**config.mk**
```make
export PLATFORM = sky130hd
export DESIGN_NAME = io_tile_top_reg
export DESIGN_NICKNAME = d
export VERILOG_FILES = /design/src/rtl/kfpga_pkg.sv /design/src/rtl/io_tile_config_dbuf.sv /design/src/rtl/io_tile_top_reg.sv
export SDC_FILE = /design/constraint.sdc
export NUM_CORES = 1
export LEC_CHECK = 0
export ABC_AREA = 1
export CAP_MARGIN = 20
export CORE_UTILIZATION = 60
export CTS_CLUSTER_DIAMETER = 40
export DETAILED_ROUTE_END_ITERATION = 6
export DONT_BUFFER_PORTS = 1
export GPL_TIMING_DRIVEN = 0
export PLACE_DENSITY_LB_ADDON = 0.2
export SETUP_SLACK_MARGIN = 0.1
export SLEW_MARGIN = 20
export SYNTH_ARGS = -nofsm -noshare
export SYNTH_HDL_FRONTEND = slang
export SYNTH_SLANG_ARGS = --single-unit
```
**constraint.sdc**
```tcl
create_clock -name clock -period 1.8 [get_ports clock]
set_input_delay 0.54 -clock clock [delete_from_list [all_inputs] [get_ports clock]]
set_output_delay 0.54 -clock clock [all_outputs]
set_load 0.01 [all_outputs]
```
**src/rtl/kfpga_pkg.sv**
```systemverilog
// Shared sizing helpers for kfpga tiles: select-field widths, pad/track field
// offsets and config chain length, shared by RTL, chain tools and benches.
package kfpga_pkg;

  // Select fields are never narrower than one bit, so single-entry muxes still slice cleanly.
  function automatic int clog2(input int value);
    int result;
    result = 0;
    while ((1 << result) < value) result++;
    return (result < 1) ? 1 : result;
  endfunction

  function automatic int pad_field_w(input int so);
    return so + 2;
  endfunction

  function automatic int track_base(input int pads, input int so);
    return pads * pad_field_w(so);
  endfunction

  function automatic int config_width(input int pads, input int ic_width);
    return track_base(pads, clog2(ic_width)) + ic_width * clog2(pads);
  endfunction

endpackage

```
**src/rtl/io_tile_config_dbuf.sv**
```systemverilog
// Double-buffered config store: serial shadow chain plus an active copy that
// only changes on commit, so shifting never disturbs live routing.
module io_tile_config_dbuf #(
  parameter int WIDTH = 32
) (
  input  logic             clock,
  input  logic             nreset,
  input  logic             config_in,
  input  logic             config_enable,
  input  logic             config_commit,
  output logic             config_out,
  output logic [WIDTH-1:0] config_active
);

  logic [WIDTH-1:0] shadow_d, shadow_q;
  logic [WIDTH-1:0] active_d, active_q;

  // Commit copies the pre-edge shadow, so a same-cycle shift is not seen until the next commit.
  always_comb begin
    shadow_d = shadow_q;
    active_d = active_q;
    if (config_enable) shadow_d = {shadow_q[WIDTH-2:0], config_in};
    if (config_commit) active_d = shadow_q;
  end

  always_ff @(posedge clock or negedge nreset) begin
    if (!nreset) begin
      shadow_q <= '0;
      active_q <= '0;
    end else begin
      shadow_q <= shadow_d;
      active_q <= active_d;
    end
  end

  assign config_out    = shadow_q[WIDTH-1];
  assign config_active = active_q;

endmodule

```
**src/rtl/io_tile_top_reg.sv**
```systemverilog
// Fabric-edge IO tile: configurable track-to-pad and pad-to-track muxes with
// an optional register per pad in each direction.
module io_tile_top_reg
  import kfpga_pkg::*;
#(
  parameter int PADS     = 4,
  parameter int IC_WIDTH = 6
) (
  input  logic                clock,
  input  logic                nreset,
  input  logic                config_in,
  input  logic                config_enable,
  input  logic                config_commit,
  output logic                config_out,
  input  logic [PADS-1:0]     data_from_io,
  output logic [PADS-1:0]     data_to_io,
  input  logic [IC_WIDTH-1:0] data_from_ic,
  output logic [IC_WIDTH-1:0] data_to_ic
);

  localparam int SO           = clog2(IC_WIDTH);
  localparam int SI           = clog2(PADS);
  localparam int PW           = pad_field_w(SO);
  localparam int TBASE        = track_base(PADS, SO);
  localparam int CONFIG_WIDTH = config_width(PADS, IC_WIDTH);

  logic [CONFIG_WIDTH-1:0] active;
  logic [PADS-1:0]         sel_o;
  logic [PADS-1:0]         pin;
  logic [PADS-1:0]         oq_d, oq_q;
  logic [PADS-1:0]         iq_d, iq_q;

  io_tile_config_dbuf #(
    .WIDTH(CONFIG_WIDTH)
  ) u_cfg (
    .clock         (clock),
    .nreset        (nreset),
    .config_in     (config_in),
    .config_enable (config_enable),
    .config_commit (config_commit),
    .config_out    (config_out),
    .config_active (active)
  );

  for (genvar p = 0; p < PADS; p++) begin : g_pad
    logic [SO-1:0] osel;
    logic          oreg;
    logic          ireg;
    logic          sel_bit;

    assign osel = active[p*PW +: SO];
    assign oreg = active[p*PW + SO];
    assign ireg = active[p*PW + SO + 1];

    // Out-of-range selects match no track and leave the pad driving 0.
    always_comb begin
      sel_bit = 1'b0;
      for (int j = 0; j < IC_WIDTH; j++) begin
        if (osel == SO'(j)) sel_bit = data_from_ic[j];
      end
    end

    assign sel_o[p]      = sel_bit;
    assign data_to_io[p] = oreg ? oq_q[p] : sel_o[p];
    assign pin[p]        = ireg ? iq_q[p] : data_from_io[p];
  end

  // Both pipeline registers sample every edge, so flipping oreg/ireg needs no flush.
  always_comb begin
    oq_d = sel_o;
    iq_d = data_from_io;
  end

  always_ff @(posedge clock or negedge nreset) begin
    if (!nreset) begin
      oq_q <= '0;
      iq_q <= '0;
    end else begin
      oq_q <= oq_d;
      iq_q <= iq_d;
    end
  end

  for (genvar i = 0; i < IC_WIDTH; i++) begin : g_track
    logic [SI-1:0] isel;
    logic          trk_bit;

    assign isel = active[TBASE + i*SI +: SI];

    always_comb begin
      trk_bit = 1'b0;
      for (int j = 0; j < PADS; j++) begin
        if (isel == SI'(j)) trk_bit = pin[j];
      end
    end

    assign data_to_ic[i] = trk_bit;
  end

endmodule

```
Yosys cells after proc, flatten, opt, wreduce, memory -nomap -nowiden
Cells that the tools add are included.

Eq/ne operators: 38. Multiplexer cells: 56. Reductions and logical operators: 10.

Operator list (number): two-way mux 1 bit (56); == test 2 bit, second input constant (12); == test 3 x 2 -> 1 bit, second input constant (8); == test 3 bit, second input constant (8); == test 2 x 1 -> 1 bit, second input constant (6); == test 3 x 1 -> 1 bit, second input constant (4); logical NOT 2 bit (6); logical NOT 3 bit (4).

Bits in registers: 72. Input bits: 15. Output and inout bits: 11. Word-level logic and storage cells: 108.

Longest topological paths before layout
Gate-level depths: netlist (run 1).

Depth in word-level cells: 8. Mapped depth: 8. Gate-level depth less buffers: 8.

Hierarchy
Synthesis (run 1) repeated with hierarchy kept, for this count alone.

Cell total of the unflattened synthesis: 416. Area, all modules: 3433.3 µm².

Modules (own cells, without submodules): io_tile_config_dbuf (instances 1, cells an instance 272, area each 2580.0 µm², seq. area each 1601.5 µm²); io_tile_top_reg (instances 1, cells an instance 144, area each 853.3 µm², seq. area each 200.2 µm²).

Worst setup path after synthesis (run 1)
Ideal clock, no wire load.

Path type: input to output. From: input port data_from_io[1]. To: output port data_to_ic[3]. Data arrival time: 1.047 ns. Required time: 1.260 ns. Slack: 0.213 ns. Cell stages on the path: 5. Buffers on the path: 1. Cells stage by stage: nand2_1 -> nand2_1 -> o21ai_0 -> o22ai_1 -> buf_4.

Word-level cells in the longest chain between the ends: 4.

Ends and longest elaborated chain: start: declaration (line io_tile_top_reg.sv:15) `input logic [PADS-1:0] data_from_io,`; two-way mux 1 bit (line io_tile_top_reg.sv:65) `assign pin[p] = ireg ? iq_q[p] : data_from_io[p];`; two-way mux 1 bit (3 in a row) (line io_tile_top_reg.sv:93) `if (isel == SI'(j)) trk_bit = pin[j];`; end: declaration (line io_tile_top_reg.sv:18) `output logic [IC_WIDTH-1:0] data_to_ic`.

Every way passes these cells.

Final worst setup path (run 1)
From: register u_cfg.active_q[4], in the netlist u_cfg.config_active[4]. To: output port data_to_ic[4].

Word-level cells in the longest chain between the ends: 5.

Ends and longest elaborated chain: start: declaration (line io_tile_config_dbuf.sv:16) `logic [WIDTH-1:0] active_d, active_q;`; start signal: assignment (line io_tile_config_dbuf.sv:32) `active_q <= active_d;`; two-way mux 1 bit (line io_tile_top_reg.sv:65); two-way mux 1 bit (4 in a row) (line io_tile_top_reg.sv:93).

Every way passes these cells.

==> results of run 1 <==
[power groups by stage]
| stage | sequential, mW | clock, mW | combinational [mW] |
|---|---|---|---|
| 2_1_floorplan | 2.00 | 0 | 0.539 |
| 3_3_place_gp | 2.03 | 0 | 0.640 |
| 3_5_place_dp | 2.04 | 0 | 0.665 |
| 4_1_cts | 2.01 | 1.29 | 0.746 |
| 5_1_grt | 2.04 | 1.34 | 0.880 |
| 6_report | 2.01 | 1.28 | 0.777 |
[worst max-delay path: stages (launching register included)]
cell     delay (ns)
dfrtp_1        0.39
inv_2          0.07
nand2_2        0.06
nand2_4        0.10
o21ai_1        0.07
o22ai_1        0.15
buf_4          0.14
[final timing paths]
| path | endpoint | slack [ns] |
|---|---|---|
| worst max-delay path | data_to_ic[4] | -0.08 |
| worst min-delay path | u_cfg.config_active[24] | -0.11 |
| worst min register to register | u_cfg.config_active[11] | 0.48 |
| worst max register to register | oq_q[0] | 0.72 |
| min in group clock | iq_q[2] | 0.22 |
| max in group asynchronous | u_cfg.shadow_q[16] | 1.83 |
[cells in the mapped netlist, drive strengths merged]
master	number	area, sq um
a21oi	15	75.1
dfrtp	72	1800
nand4	4	25.0
o22ai	6	37.5
o21ai	59	295
nand3	8	40.0
inv	53	199
buf	20	120
nor2	27	101
mux2	2	22.5
nand2	107	412
[kinds of logic (layout without fill, tap and decap cells)]
logic type | count (synthesis) | in the layout | synth area share
flops | 72 | 72 | 0.576
mux | 2 | 2 | 0.00720
buf+inv | 73 | 97 | 0.102
compound gates | 80 | 80 | 0.130
simple gates | 146 | 146 | 0.185
[sequential cells by signal (all words and copies together), names as in the netlist]
signal	cells
iq_q	4
oq_q	4
u_cfg.config_active	32
u_cfg.shadow_q	32
[cells in the final DEF, fill, tap and decap left out]
master,count
nand2_1,86
dfrtp_1,72
o21ai_0,52
inv_1,46
nor2_1,27
nand2_2,17
buf_4,16
a21oi_1,15
buf_2,12
clkbuf_8,11
inv_2,7
o22ai_1,6
nand3_1,5
o21ai_1,5
nand4_1,4
nand2_4,4
nand3_2,3
o21ai_2,2
mux2_2,2
clkinv_2,2
clkbuf_1,2
bufinv_16,1
[layout make-up]
cell class / count / area (sq um)
flip-flops and latches: 72 / 1800
fillers: 361 / 1320
multi-input cells: 228 / 1090
inverters: 53 / 199
clock buffers: 13 / 159
plain buffers: 20 / 120
well taps: 67 / 83.8
repair buffers: 8 / 60.1
clock inverters: 3 / 40.0
[metrics by stage]
stage | power [mW] | setup TNS (ns) | cells
6_report | 4.07 | -0.576 | 464
5_1_grt | 4.26 | -1.40 | 464
4_1_cts | 4.04 | -0.643 | 463
3_5_place_dp | 2.70 | 0 | 440
3_3_place_gp | 2.67 | 0 | 440
2_1_floorplan | 2.54 | 0 | 373
[layer usage]
layer	GRT usage	vias up
met5	0	-
met4	0.122	0
met3	0.0461	7
met2	0.405	59
met1	0.383	1201
li1	-	1202
[timing repair]
| item | in CTS | in global routing |
|---|---|---|
| resized for setup | 25 | 11 |
| pin swaps | 9 | 12 |
| endpoints found under the hold margin | 72 | 72 |
| setup endpoints to repair | 10 | 10 |
| setup buffers | 7 | 1 |
==> flow_summary.yaml, run 1 <==
routing:
  highest_layer: "met4"
  ant_nets: 0
  drt_iter0_drc: 135
  dr_wl_met3_um: 342
  wl_met1_mm: 3.05
  drc: 0
  post_drt_wl_per_cell_um: 14.2
  routed_wl_mm: 6.60
  viasPerCell: 5.32
  vias: 2469
  first_pass_iters: 5
  wl_met2_mm: 3.12
cts:
  cts_buffers: 9
  clock_sinks: 72
  cts-root-buf: "clkbuf_8"
  htreeDepth: 3
  cts_buffer_depth: 2
  cts.reportedPaths.clkPinSlew_ns: 0.07
  cts_tree: "built"
  insertion_delay_ns: 0.34
synthesis:
  avgSynthCellArea_sq_um: 8.39
  ys_seq_area_frac: 0.576
  synth_cell_types: 14
  synth_fp_nets: 388
  synth_seq_cells: 72
  netlist_area_sq_um: 3130
  netlist_instances: 373
  ys_warn_count: 0
outcome:
  violations: "hold timing, setup timing"
  status: "finished with violations"
sta:
  hold-worst-slack_ns: -0.113
  timing_hold_violations_final: 72
  worst_pin_slew_ns: 0.216
  setup_viol: 10
  setup_slack_ns: -0.0757
  fin_skew_ns: 0.00420
  rsz0062_at_grt: "yes"
  clock.fmax_mhz: 533
  maxSlewHeadroom: 0.856
  fin_crit_ns: 1.88
  final.period_utilization: 1.04
  slew_viol_final: 0
worst_setup_path:
  criticalPathCategory: "reg -> out"
  critPathMaxFanout: 6
  startpoint: "u_cfg.config_active[4]"
  crit_arrival_ns: 1.34
  crit_required_ns: 1.26
  worst_r2r_path_depth: 7
  end_kind: "primary output"
  r2r-start: "u_cfg.config_active[0]"
  cp-start-kind: "flip-flop"
floorplan:
  dieArea_sq_um: 5510
  die_h_um: 74.2
  start_util: 0.641
  coreArea_sq_um: 4880
  die_w_um: 74.2
  rows: 25
  io_pins: 26
global_routing:
  grt_pass1_vias: 2272
  grt_usage: 0.268
  grt_start_max_net_pins: 73
  grt_pass1_wl_mm: 10.6
  grt_overflow: 0
  grt_antenna_before_repair: 0
layout:
  syn_to_final_growth_pct: 13.7
  stdcell_area_sq_um: 3560
  final_core_util: 0.729
  drive_above_1_share: 0.194
  n_antenna_cell: 0
  nets: 407
power_and_ir_drop:
  irDropWorstVdd_mv: 0.706
  p_leak_nw: 1.80
  p_sw_frac: 0.291
  p_int_mw: 2.88
  power.switching_mw: 1.18
  pwr-share-comb: 0.191
  seq_power_share: 0.495
  pwr-share-clk: 0.314
  power_density_nw_per_um2: 1140
min_path:
  holdCritPathClass: "in -> async"
run:
  maxCapViolations: 0
placed_design:
  gp_congestion: 0.787
  hpwl_mm: 4.46
  portBuffers: 0
  place_ws_ns: 0.0369
  dpl-instance-area_sq_um: 3210
No activity file was read; power rests on OpenSTA's default activity.
==> run 2, diff against run 1 <==
--- a/config.mk
+++ b/config.mk
@@ -7,12 +7,12 @@
 export LEC_CHECK = 0
 export ABC_AREA = 1
 export CAP_MARGIN = 20
-export CORE_UTILIZATION = 60
+export CORE_UTILIZATION = 45
 export CTS_CLUSTER_DIAMETER = 40
 export DETAILED_ROUTE_END_ITERATION = 6
 export DONT_BUFFER_PORTS = 1
 export GPL_TIMING_DRIVEN = 0
-export PLACE_DENSITY_LB_ADDON = 0.2
+export PLACE_DENSITY = 0.62
 export SETUP_SLACK_MARGIN = 0.1
 export SLEW_MARGIN = 20
 export SYNTH_ARGS = -nofsm -noshare
==> flow_summary.yaml, run 2 (synthesized netlist as in run 1, its figures left out) <==
outcome:
  status: "finished with violations"
  violations: "hold timing, setup timing"
global_routing:
  grt_usage: 0.203
  grt_overflow: 0
  grt_antenna_before_repair: 0
  grt_start_max_net_pins: 73
  grt_pass1_wl_mm: 11.3
  grt_pass1_vias: 2415
worst_setup_path:
  r2r-start: "u_cfg.config_active[15]"
  critPathMaxFanout: 6
  cp-start-kind: "flip-flop"
  startpoint: "u_cfg.config_active[4]"
  end_kind: "primary output"
  crit_required_ns: 1.26
  crit_arrival_ns: 1.37
  criticalPathCategory: "reg -> out"
sta:
  maxSlewHeadroom: 0.857
  timing_hold_violations_final: 72
  setup_viol: 9
  fin_crit_ns: 1.91
  clock.fmax_mhz: 522
  final.period_utilization: 1.06
  rsz0062_at_grt: "yes"
  hold-worst-slack_ns: -0.116
  fin_skew_ns: 0.00432
  slew_viol_final: 0
  worst_pin_slew_ns: 0.214
  setup_slack_ns: -0.115
routing:
  post_drt_wl_per_cell_um: 14.0
  drt_iter0_drc: 165
  viasPerCell: 5.11
  drc: 0
  vias: 2415
  ant_nets: 0
  routed_wl_mm: 6.61
  first_pass_iters: 4
cts:
  cts_buffer_depth: 2
  clock_sinks: 72
  cts.reportedPaths.clkPinSlew_ns: 0.07
  cts_buffers: 9
  cts-root-buf: "clkbuf_8"
  insertion_delay_ns: 0.34
  htreeDepth: 3
  cts_tree: "built"
power_and_ir_drop:
  power_density_nw_per_um2: 1090
  power_mw: 3.85
  p_leak_nw: 1.76
  irDropWorstVdd_mv: 0.498
floorplan:
  coreArea_sq_um: 6760
  rows: 30
  die_h_um: 85.4
  io_pins: 26
  die_w_um: 85.4
  dieArea_sq_um: 7290
  start_util: 0.463
layout:
  syn_to_final_growth_pct: 12.4
  nets: 405
  nFillCells: 648
  layout_common_cells: "nand2_1 (86), dfrtp_1 (72), o21ai_0 (49)"
  mostFrequentLayoutCell: "nand2_1"
  n_antenna_cell: 0
  final_core_util: 0.521
  drive_above_1_share: 0.188
placed_design:
  hpwl_mm: 4.37
  gp_congestion: 0.743
  portBuffers: 0
run:
  maxCapViolations: 0
min_path:
  holdCritPathClass: "in -> async"
## run 2: cell types whose count changed in the layout (fill, tap and decap cells not counted), sizes merged
cell    before  now
bufinv       1    0
clkinv       2    1
buf         28   26
## run 2: stage by stage
stage	setup slack (ns)	TNS, ns	hold WS, ns	cells	area (sq um)
global route	-0.165	-1.37	-0.138	473	3520
floorplan	0.213	0	0.244	373	3130
global placement	0.0339	0	0.247	453	3230
finish	-0.115	-0.526	-0.116	473	3520
CTS	-0.108	-0.645	-0.122	471	3480
detailed placement	0.0362	0	0.247	453	3230
## run 2: critical path: stages (launching register included)
cell and delay [ns]:
dfrtp_1 0.39, nand2_1 0.12, nand2_4 0.10, o21ai_0 0.17, o22ai_1 0.10, buf_4 0.15
## run 2: path summary, 6_finish.rpt
kind                                      endpoint  slack (ns)  cells after the start
max in group asynchronous       u_cfg.shadow_q[24]        1.80                      0
min                        u_cfg.config_active[29]       -0.12                      0
max reg2reg                                oq_q[3]        0.88                      6
min in group clock                         iq_q[3]        0.22                      0
max                                  data_to_ic[1]       -0.11                      5
min reg2reg                u_cfg.config_active[17]        0.48                      2
## run 2: final cells by class
class,instances,area (sq um),area share
clock buffers,13,149,0.0423
inverters,53,199,0.0565
multi-input cells,228,1100,0.312
repair buffers,6,45.0,0.0128
well taps,80,100,0.0284
plain buffers,20,120,0.0341
clock inverters,1,5.00,0.00142
flip-flops and latches,72,1800,0.512
## run 2: repair_timing
action,4_1_cts,5_1_grt
resized for setup,33,8
setup buffers,4,2
endpoints found under the setup margin,10,10
cloned,0,0
hold endpoints to repair,72,72
pin swaps,9,7
## run 2: per-layer routing
layer  global-route usage  part of all wire  vias to the layer above
met3               0.0438             0.034                       11
met5                    0                 0                        -
met4               0.0970             0.023                        0
met1                0.281              0.47                     1168
met2                0.308              0.47                       43
li1                     -                 -                     1193
## run 2: power by group
| group | internal, mW | switching (mW) | total (mW) |
|---|---|---|---|
| clock | 0.522 | 0.553 | 1.08 |
| combinational | 0.310 | 0.453 | 0.763 |
| sequential | 1.86 | 0.152 | 2.01 |
